### config.mk
export PLATFORM = sky130hd
export DESIGN_NAME = adder_pipe
export DESIGN_NICKNAME = d
export VERILOG_FILES = /design/src/rtl/alu_pkg.sv /design/src/rtl/adder_seg.sv /design/src/rtl/adder_pipe.sv
export SDC_FILE = /design/constraint.sdc
export NUM_CORES = 1
export LEC_CHECK = 0
export ABC_AREA = 0
export CAP_MARGIN = 20
export CORE_MARGIN = 1
export CORE_UTILIZATION = 51
export DETAILED_ROUTE_END_ITERATION = 8
export MAX_ROUTING_LAYER = met4
export PLACE_DENSITY = 0.92
export SYNTH_ARGS = -nofsm -noshare
export SYNTH_HDL_FRONTEND = slang
export SYNTH_HIERARCHICAL = 1
export SYNTH_SLANG_ARGS = --single-unit
export TNS_END_PERCENT = 30
### constraint.sdc
create_clock -name clk -period 5.2 [get_ports clk]
set_input_delay 1.56 -clock clk [delete_from_list [all_inputs] [get_ports clk]]
set_output_delay 1.56 -clock clk [all_outputs]
set_load 0.01 [all_outputs]
### src/rtl/alu_pkg.sv
// rtl/alu_pkg.sv - carry-in select encodings shared by the ALU datapath
package alu_pkg;

    typedef logic [1:0] carry_sel_t;

    localparam carry_sel_t CSEL_ZERO  = 2'b00;
    localparam carry_sel_t CSEL_ONE   = 2'b01;
    localparam carry_sel_t CSEL_FLAG  = 2'b10;
    localparam carry_sel_t CSEL_NFLAG = 2'b11;

    // NFLAG is the borrow form used by subtract-with-carry.
    function automatic logic resolveCin(carry_sel_t sel, logic carryFlag);
        logic cin;
        case (sel)
            CSEL_ZERO: cin = 1'b0;
            CSEL_ONE:  cin = 1'b1;
            CSEL_FLAG: cin = carryFlag;
            default:   cin = ~carryFlag;
        endcase
        return cin;
    endfunction

endpackage

### src/rtl/adder_seg.sv
// rtl/adder_seg.sv - combinational SEG-bit adder slice with carry in/out
module adder_seg #(
    parameter int SEG = 4
) (
    input  logic [SEG-1:0] a,
    input  logic [SEG-1:0] b,
    input  logic           cin,
    output logic [SEG-1:0] sum,
    output logic           cout
);

    assign {cout, sum} = {1'b0, a} + {1'b0, b} + {{SEG{1'b0}}, cin};

endmodule

### src/rtl/adder_pipe.sv
// rtl/adder_pipe.sv - segmented pipelined adder with C/Z/V/N flags and valid/ready handshakes
module adder_pipe
    import alu_pkg::*;
#(
    parameter int WIDTH = 8,
    parameter int SEG   = 4
) (
    input  logic             clk,
    input  logic             rst,
    input  logic             in_valid,
    output logic             in_ready,
    input  logic [WIDTH-1:0] lhs,
    input  logic [WIDTH-1:0] rhs,
    input  logic [1:0]       carry_sel,
    input  logic             carry_flag,
    output logic             out_valid,
    input  logic             out_ready,
    output logic [WIDTH-1:0] sum,
    output logic             carry_out,
    output logic             zero,
    output logic             overflow,
    output logic             negative
);

    localparam int STAGES = WIDTH / SEG;
    localparam int MSB    = WIDTH - 1;

    if (WIDTH < 2) begin : gBadWidth
        $error("adder_pipe: WIDTH must be at least 2");
    end
    if (WIDTH % SEG != 0) begin : gBadSeg
        $error("adder_pipe: WIDTH must be a multiple of SEG");
    end

    // Stage registers: operands travel forward whole, sum fills in one segment per stage.
    logic             vldR    [STAGES];
    logic [WIDTH-1:0] lhsR    [STAGES];
    logic [WIDTH-1:0] rhsR    [STAGES];
    logic [WIDTH-1:0] sumR    [STAGES];
    logic             cyR     [STAGES];
    logic             zeroR;
    logic             ovfR;
    logic             negR;

    // Values presented to the adder slice of each stage.
    logic             stVld   [STAGES];
    logic [WIDTH-1:0] stLhs   [STAGES];
    logic [WIDTH-1:0] stRhs   [STAGES];
    logic [WIDTH-1:0] stSum   [STAGES];
    logic             stCin   [STAGES];
    logic [WIDTH-1:0] nextSum [STAGES];
    logic             segCout [STAGES];

    logic             advance;
    logic [WIDTH-1:0] fullSum;
    logic             zeroNext;
    logic             ovfNext;
    logic             negNext;

    assign advance  = !out_valid || out_ready;
    assign in_ready = !rst && advance;

    for (genvar k = 0; k < STAGES; k++) begin : gStage
        logic [SEG-1:0]   segSum;
        logic [WIDTH-1:0] merged;

        if (k == 0) begin : gHead
            assign stVld[k] = in_valid;
            assign stLhs[k] = lhs;
            assign stRhs[k] = rhs;
            assign stSum[k] = '0;
            assign stCin[k] = resolveCin(carry_sel, carry_flag);
        end else begin : gBody
            assign stVld[k] = vldR[k-1];
            assign stLhs[k] = lhsR[k-1];
            assign stRhs[k] = rhsR[k-1];
            assign stSum[k] = sumR[k-1];
            assign stCin[k] = cyR[k-1];
        end

        adder_seg #(
            .SEG (SEG)
        ) uSeg (
            .a    (stLhs[k][k*SEG +: SEG]),
            .b    (stRhs[k][k*SEG +: SEG]),
            .cin  (stCin[k]),
            .sum  (segSum),
            .cout (segCout[k])
        );

        always_comb begin
            merged = stSum[k];
            merged[k*SEG +: SEG] = segSum;
        end

        assign nextSum[k] = merged;
    end

    // Flags come from the completed sum of the last stage and are registered alongside it.
    assign fullSum  = nextSum[STAGES-1];
    assign zeroNext = (fullSum == '0);
    assign negNext  = fullSum[MSB];
    assign ovfNext  = (stLhs[STAGES-1][MSB] == stRhs[STAGES-1][MSB]) &&
                      (fullSum[MSB] != stLhs[STAGES-1][MSB]);

    always_ff @(posedge clk) begin
        if (rst) begin
            for (int k = 0; k < STAGES; k++) begin
                vldR[k] <= 1'b0;
                lhsR[k] <= '0;
                rhsR[k] <= '0;
                sumR[k] <= '0;
                cyR[k]  <= 1'b0;
            end
            zeroR <= 1'b0;
            ovfR  <= 1'b0;
            negR  <= 1'b0;
        end else if (advance) begin
            for (int k = 0; k < STAGES; k++) begin
                vldR[k] <= stVld[k];
                lhsR[k] <= stLhs[k];
                rhsR[k] <= stRhs[k];
                sumR[k] <= nextSum[k];
                cyR[k]  <= segCout[k];
            end
            zeroR <= zeroNext;
            ovfR  <= ovfNext;
            negR  <= negNext;
        end
    end

    assign out_valid = vldR[STAGES-1];
    assign sum       = sumR[STAGES-1];
    assign carry_out = cyR[STAGES-1];
    assign zero      = zeroR;
    assign overflow  = ovfR;
    assign negative  = negR;

endmodule

== After elaboration in Yosys (flattened, before gate mapping) ==
Memory sizes are Yosys's and may differ from the RTL's.
Index checks and enable logic that the tools add are counted.

* Register bits: 3
* Bits in latches: 0
* Bits in writable memories: 52
* Memory bits (read-only): 0
* Input port bits: 23
* Output and inout bits: 14
* Logic and storage cells: 50
* Memories kept: 5

* Add/subtract/negate cells: 4
* $mul: 0
* Divide/modulo/power cells: 0
* Order comparisons: 0
* Equality and inequality tests: 4
* Shifts and indexed selects: 0
* Muxes and demuxes: 16
* Bitwise gates (word level): 11
* Reductions and logical operators: 7

{| class="wikitable"
|+ Memories
! name !! depth !! bits a word !! read ports !! clocked after Yosys merged registers in !! write ports !! line !! RTL
|-
| lhsR || 2 || 8 || 1 || 0 || 2 || adder_pipe.sv:37 || <nowiki>logic [WIDTH-1:0] lhsR [STAGES];</nowiki>
|-
| rhsR || 2 || 8 || 1 || 0 || 2 || adder_pipe.sv:38 || <nowiki>logic [WIDTH-1:0] rhsR [STAGES];</nowiki>
|-
| sumR || 2 || 8 || 2 || 0 || 2 || adder_pipe.sv:39 || <nowiki>logic [WIDTH-1:0] sumR [STAGES];</nowiki>
|-
| cyR || 2 || 1 || 2 || 0 || 2 || adder_pipe.sv:40 || <nowiki>logic cyR [STAGES];</nowiki>
|-
| vldR || 2 || 1 || 2 || 0 || 2 || adder_pipe.sv:36 || <nowiki>logic vldR [STAGES];</nowiki>
|}

{| class="wikitable"
|+ Operators with widths
! operator !! number
|-
| 8-bit 2-to-1 mux || 6
|-
| 4-bit by 4-bit adder with 5-bit output || 2
|-
| 5-bit by 1-bit adder with 5-bit output || 2
|-
| 1-bit bitwise OR || 10
|-
| 1-bit 2-to-1 mux || 9
|-
| 8-bit logical NOT || 1
|-
| 1-bit one-hot mux with 3 select lines || 1
|-
| 2-bit by 1-bit equality test with 1-bit output, second input constant || 1
|-
| 2-bit equality test, second input constant || 1
|-
| 1-bit logical AND || 2
|-
| 1-bit logical NOT || 2
|-
| 2-bit logical NOT || 1
|-
| 1-bit equality test || 1
|-
| 1-bit logical OR || 1
|-
| 1-bit inequality test || 1
|-
| 1-bit inverter || 1
|}

== Logic depth before layout (Yosys ltp) ==
Gate-level depths: netlist of the first run.
An unclocked memory read counts as a cell.

* Word-level depth: 7
* Gate-level depth with buffers: 9
* Mapped depth without buffers: 9

== Cells and area by module ==
The synthesis of the first run kept the hierarchy.

{| class="wikitable"
|+ By module, submodules not included
! module !! times used !! cells an instance !! area each (um2) !! seq. area each (um2)
|-
| adder_pipe || 1 || 67 || 1058.5 || 780.7
|-
| adder_seg || 2 || 16 || 143.9 || 0.0
|}

== Worst setup path after synthesis of the first run ==
No wires, ideal clock.

* Path kind: input-to-output
* Start point: input out_ready
* End point: output in_ready
* Data arrival time: 1.940 ns
* Required time: 3.640 ns
* Path slack: 1.700 ns
* Cell stages on the path: 3
* Buffers on the path: 1
* Path through: inv_2 a21oi_4 buf_6

* Cells in the longest elaborated chain, start to end: 2

{| class="wikitable"
|+ Ends and longest elaborated chain
! element !! line !! RTL
|-
| start: declaration || adder_pipe.sv:17 || <nowiki>input logic out_ready,</nowiki>
|-
| 1-bit logical OR || adder_pipe.sv:60 || <nowiki>assign advance = !out_valid || out_ready;</nowiki>
|-
| 1-bit logical AND || adder_pipe.sv:61 || <nowiki>assign in_ready = !rst && advance;</nowiki>
|-
| end: declaration || adder_pipe.sv:11 || <nowiki>output logic in_ready,</nowiki>
|}

Every way passes these cells.

== Worst setup path after layout of the first run ==
Ends and elaborated chain as after synthesis.

==> results of run 1 <==
[per-layer routing]
metal,vias up,part of all wire (%),track usage [%]
li1,415,-,-
met1,397,38,18.7
met2,31,54,34.0
met3,6,4.6,1.15
met4,0,2.8,13.2
met5,-,0,-
[worst paths after layout]
kind / startpoint / end / slack [ps]
worst max-delay path: out_ready / in_ready / 810
worst min-delay path: negative / negative / 500
worst min register to register: negative / negative / 500
worst max register to register: lhsR[0][4] / overflow / 3240
[state kept, by name, indices dropped and copies added (netlist names)]
signal / cells
zero: 1
lhsR: 4
sumR: 12
cyR: 2
negative: 1
overflow: 1
rhsR: 4
vldR: 2
[area by class of cell]
| type | count | area (sq um) | share of cell area (%) |
|---|---|---|---|
| clock buffers | 4 | 26.3 | 1.50 |
| repair buffers | 37 | 368 | 21.0 |
| inverters | 10 | 37.5 | 2.14 |
| multi-input cells | 60 | 505 | 28.8 |
| well taps | 30 | 37.5 | 2.14 |
| flip-flops and latches | 27 | 781 | 44.5 |
[stage by stage]
stage | power (mW) | instance area, sq um | worst slack [ps] | hold slack (ps)
after global routing | 0.490 | 1760 | 787 | 503
after CTS | 0.469 | 1760 | 803 | 494
after floorplan | 0.332 | 1350 | 1700 | 497
final | 0.464 | 1760 | 808 | 496
after detailed placement | 0.384 | 1730 | 815 | 462
after global placement | 0.377 | 1730 | 813 | 455
[where the power goes]
group	switching (mW)	internal [mW]
combinational	0.0434	0.0634
sequential	0.00886	0.261
clock	0.0574	0.0300
[placed cells by master (no fill, tap or decap)]
cell type	count
o22ai_1	1
a21oi_4	1
clkbuf_1	1
and2_1	24
nor3b_2	1
nor4_1	2
buf_4	1
ha_1	6
a22o_1	2
clkbuf_4	3
a32o_1	1
nand2b_1	3
inv_2	1
a21o_1	2
nor2b_1	2
a21oi_2	2
o21ai_0	2
inv_1	9
dfxtp_1	3
edfxtp_1	24
clkdlybuf4s50_1	36
nand2_1	2
fa_1	4
xnor2_1	5
[worst max-delay path: stages]
cell and delay, ps:
clkdlybuf4s50_1 510, inv_2 60, a21oi_4 140, clkdlybuf4s50_1 560
[cells by family (layout without fill, tap and decap cells)]
logic type / after synthesis / count (layout)
compound gates: 11 / 11
buf+inv: 12 / 51
simple gates: 34 / 34
xor+xnor: 5 / 5
flops: 27 / 27
fa+ha+maj: 10 / 10
[synthesized netlist by cell type]
library cell	count
dfxtp_1	3
o21ai_0	2
fa_1	4
xnor2_1	5
and2_1	24
a21oi_4	1
a22o_1	2
nor3b_2	1
nand2_1	2
edfxtp_1	24
o22ai_1	1
a21oi_2	2
a32o_1	1
ha_1	6
inv_1	9
buf_6	2
a21o_1	2
nor4_1	2
inv_2	1
nand2b_1	3
nor2b_1	2
==> flow_metrics.py, run 1 <==
metrics = {
    "route": {
        "routed_wl_microns": 2130,
        "drt_iter0_drc": 9,
        "viasPerCell": 5.05,
        "dr.pass1.iters": 4,
        "detailroute.via_count": 849,
        "antenna_violating_nets_post_route": 0,
        "routedWlPerCell_microns": 12.7,
        "drt_drc_violations_left": 0,
    },
    "layout": {
        "total_nets_final": 172,
        "layoutNonFillerInstCount": 168,
        "num_antenna_cells": 0,
        "fillCellCount": 183,
        "final_core_utilization_pct": 70.9,
        "final_layout_size_suffix_gt1_share_pct": 6.52,
        "syn2layout_area_growth_pct": 30.4,
    },
    "clock_tree": {
        "post_cts_buffers": 0,
        "cts_hold_buf": 0,
        "numCtsBuffers": 3,
        "cts_root_buf": "clkbuf_4",
        "clock_sinks": 27,
        "post_cts_resized": 0,
        "cts.reportedPaths.clkPinSlew_ps": 140,
        "ctsLongestPathBuffers": 2,
        "cts_tree": "built",
        "clock_tree.htree_level_count": 1,
        "worst_skew_late_latency_ps": 320,
    },
    "sta": {
        "tightestPinTransition_ps": 861,
        "final_hold_violations": 0,
        "slew_viol_final": 0,
        "fin_worst_skew_ps": 12.2,
        "timing.final.crit_share_pct": 84.5,
        "setup_repair_after_global_routing_missed_its_margin": "no",
        "slew_headroom_pct": 42.5,
        "final_period_minus_worst_setup_slack_ps": 4390,
        "fmax_ghz": 0.228,
        "finalSetupViolCount": 0,
        "timing.setup.tns_ps": 0,
    },
    "yosys": {
        "synthesis.yosys.warnings": 6,
        "netlist_instances": 99,
        "synth_top_family_by_area": "simple AND/OR/NAND/NOR gates",
        "ys_top_cells_by_area": "edfxtp_1, and2_1, fa_1, ha_1, dfxtp_1",
        "postSynthAreaPerCell_sq_um": 13.6,
        "mappedNetlistNets": 132,
        "synthXorXnorAreaFrac_pct": 3.25,
        "synth.largest_area_cell": "edfxtp_1",
        "synth_compound_area_share_pct": 6.88,
        "netlist-cell-type-count": 21,
        "synth-adder-area-share_pct": 11.5,
        "post_synth_mux_area_share_pct": 0,
        "synth-simple-area-share_pct": 15.9,
        "fraction_of_the_yosys_area_taken_by_sequential_cells_pct": 58.0,
        "synth_seq_cells": 27,
        "synth_top_area_share_pct": 53.5,
        "mappedNetlistArea_sq_um": 1350,
    },
    "critical_path": {
        "worstRegToRegCells": 7,
        "critPathCaptureType": "output port",
        "crit_start_category": "primary input",
        "req_time_crit_path_ps": 3640,
        "worst_path_arrival_time_ps": 2830,
        "cp_max_fo": 2,
        "crit_type": "in -> out",
    },
    "run": {
        "drv.max_cap_violation_count": 0,
    },
    "floorplanning": {
        "core.rowCount": 18,
        "placeableCoreArea_sq_um": 2480,
        "design.die.area_sq_um": 2850,
        "die_x_microns": 53.4,
        "die_height_microns": 53.4,
        "io-pin-count": 37,
        "start_util_pct": 54.3,
    },
    "power_and_ir_drop": {
        "total_leakage_power_nw": 0.716,
        "power.ir.vdd_worst_mv": 0.189,
        "pwr_cell_area_nw_per_um2": 264,
    },
    "global_routing": {
        "number_of_global_route_vias_before_repair": 811,
        "grt_start_max_net_pins": 28,
        "overflow": 0,
        "antenna_found_initial": 0,
        "grt_util_all_layers_pct": 18.7,
        "grt_first_pass_wirelength_microns": 3500,
    },
    "place": {
        "port_buffers": 36,
        "dp_cells": 164,
        "place.gp.congestion": 0.744,
        "post-dp-hpwl_microns": 1690,
    },
    "hold_path": {
        "hold_path_class": "reg -> reg",
        "hold_path_depth": 1,
    },
    "status": {
        "status": "finished, final reports clean",
    },
}
Note: power is estimated with default switching activity, not from simulation.
==> run 2: changes to the inputs <==
- CORE_UTILIZATION: 51 -> 47
- PLACE_DENSITY: 0.92 -> 0.86
- clock period: 5.2 -> 4.4 ns (I/O delays scaled with it)
==> run 2 against run 1 <==
  * Global-route usage shrank 4.5 points
  * Design area hardly changed
  * Routed wire length shrank 4.7%
  * Register-to-register slack got worse by 740 ps
  * Die area is 8.2% higher
  * Utilization down 6.6 points
  * Power is 18% higher
  * Count of clock-buffer cells in the layout unchanged
  * Sequential power increased by 18%
==> flow_metrics.py, run 2 (same netlist as run 1, synthesis figures left out) <==
metrics = {
    "status": {
        "status": "finished, final reports clean",
    },
    "layout": {
        "stdcell_area_sq_um": 1760,
        "largest_register_ffs": 12,
        "final_core_utilization_pct": 64.3,
        "layoutNonFillerInstCount": 169,
        "layout_top_registers": "sumR: 12 flops, lhsR: 4 flops, rhsR: 4 flops",
        "fillCellCount": 207,
        "layout_common_cells": "clkdlybuf4s50_1, and2_1, edfxtp_1",
        "layout_commonest_cell": "clkdlybuf4s50_1",
        "num_antenna_cells": 0,
        "total_nets_final": 172,
        "registers.top_by_ff_count": "sumR",
        "final_layout_size_suffix_gt1_share_pct": 6.52,
        "syn2layout_area_growth_pct": 30.5,
    },
    "clock_tree": {
        "clock_sinks": 27,
        "clock_tree.htree_level_count": 1,
        "cts_tree": "built",
        "cts.reportedPaths.clkPinSlew_ps": 130,
        "post_cts_resized": 0,
        "worst_skew_late_latency_ps": 310,
        "numCtsBuffers": 3,
        "cts_hold_buf": 0,
        "cts_root_buf": "clkbuf_4",
        "ctsLongestPathBuffers": 2,
        "post_cts_buffers": 0,
    },
    "critical_path": {
        "critPathMostFrequentCell": "clkdlybuf4s50_1",
        "crit_type": "in -> out",
        "critical_path.max_stage_delay_ps": 560,
        "cp_max_fo": 2,
        "worstPathCellList": "clkdlybuf4s50_1, inv_2, a21oi_4, clkdlybuf4s50_1",
        "crit_path_top_delay_cell": "clkdlybuf4s50_1",
        "path_delay_family": "buffers and inverters",
        "crit_start_category": "primary input",
        "req_time_crit_path_ps": 3080,
        "worstPathBufferInverterCount": 3,
        "critPathCaptureType": "output port",
        "worst_path_arrival_time_ps": 2600,
    },
    "sta": {
        "timing.setup.tns_ps": 0,
        "timing.final.crit_share_pct": 89.1,
        "finalSetupViolCount": 0,
        "tightestPinTransition_ps": 882,
        "slew_viol_final": 0,
        "fmax_ghz": 0.255,
        "final_period_minus_worst_setup_slack_ps": 3920,
        "fin_worst_skew_ps": 5.53,
        "worst_case_hold_slack_ps": 491,
        "timing.final.ws_setup_ps": 478,
        "setup_repair_after_global_routing_missed_its_margin": "no",
        "final_hold_violations": 0,
        "slew_headroom_pct": 41.1,
    },
    "power_and_ir_drop": {
        "pwr_cell_area_nw_per_um2": 311,
        "totalPowerFinal_mw": 0.547,
        "power.switching_fraction_pct": 23.4,
        "power_frac_clock_pct": 18.7,
        "total_leakage_power_nw": 0.716,
        "net-switching-power_mw": 0.128,
        "power.ir.vdd_worst_mv": 0.191,
        "power_frac_seq_pct": 58.4,
        "comb_power_share_pct": 22.9,
        "p_int_mw": 0.419,
    },
    "route": {
        "routed_wl_microns": 2030,
        "drt_drc_violations_left": 0,
        "antenna_violating_nets_post_route": 0,
        "dr.pass1.iters": 4,
        "drt_iter0_drc": 17,
        "viasPerCell": 4.99,
        "routedWlPerCell_microns": 12.0,
        "detailroute.via_count": 844,
    },
    "run": {
        "drv.max_cap_violation_count": 0,
    },
    "global_routing": {
        "number_of_global_route_vias_before_repair": 816,
        "grt_first_pass_wirelength_microns": 3280,
        "antenna_found_initial": 0,
        "grt_util_all_layers_pct": 14.1,
        "grt_start_max_net_pins": 28,
        "overflow": 0,
    },
    "floorplanning": {
        "io-pin-count": 37,
        "start_util_pct": 49.2,
        "die_height_microns": 55.5,
        "core.rowCount": 19,
        "design.die.area_sq_um": 3080,
        "die_x_microns": 55.5,
        "placeableCoreArea_sq_um": 2730,
    },
    "place": {
        "place.gp.congestion": 0.737,
        "place_area_sq_um": 1730,
        "dp_cells": 165,
        "post-dp-hpwl_microns": 1620,
        "preCtsSetupSlack_ps": 467,
        "port_buffers": 36,
    },
    "hold_path": {
        "hold_path_class": "reg -> reg",
    },
}
run 2: cell counts in the layout (fill, tap and decap cells not counted):
No cell type changed its count.
run 2: worst paths after layout:
path	depth (start not counted)	slack (ps)	endpoint	from
max	4	480	in_ready	out_ready
min	1	490	zero	zero
max reg2reg	6	2500	zero	lhsR[0][4]
min reg2reg	1	490	zero	zero
run 2: final cells by class:
cell class / count / area, sq um / share of cell area (%)
timing repair buffer: 37 / 368 / 20.9
tap: 31 / 38.8 / 2.21
clock buffer: 4 / 26.3 / 1.50
sequential: 27 / 781 / 44.4
multi-input combinational: 60 / 505 / 28.8
inverter: 10 / 37.5 / 2.14
run 2: routing by layer:
layer,routed length [microns],vias up,track usage [%]
met5,0,-,-
met4,27,0,7.50
met3,82,2,0.937
met2,1110,31,27.2
met1,805,396,14.0
li1,-,415,-
run 2: power groups by stage:
stage | combinational [mW] | clock (mW) | sequential [mW]
after global placement | 0.122 | 0 | 0.324
after floorplan | 0.0610 | 0 | 0.331
final | 0.125 | 0.102 | 0.319
after detailed placement | 0.127 | 0 | 0.326
after global routing | 0.136 | 0.114 | 0.322
after CTS | 0.127 | 0.105 | 0.320
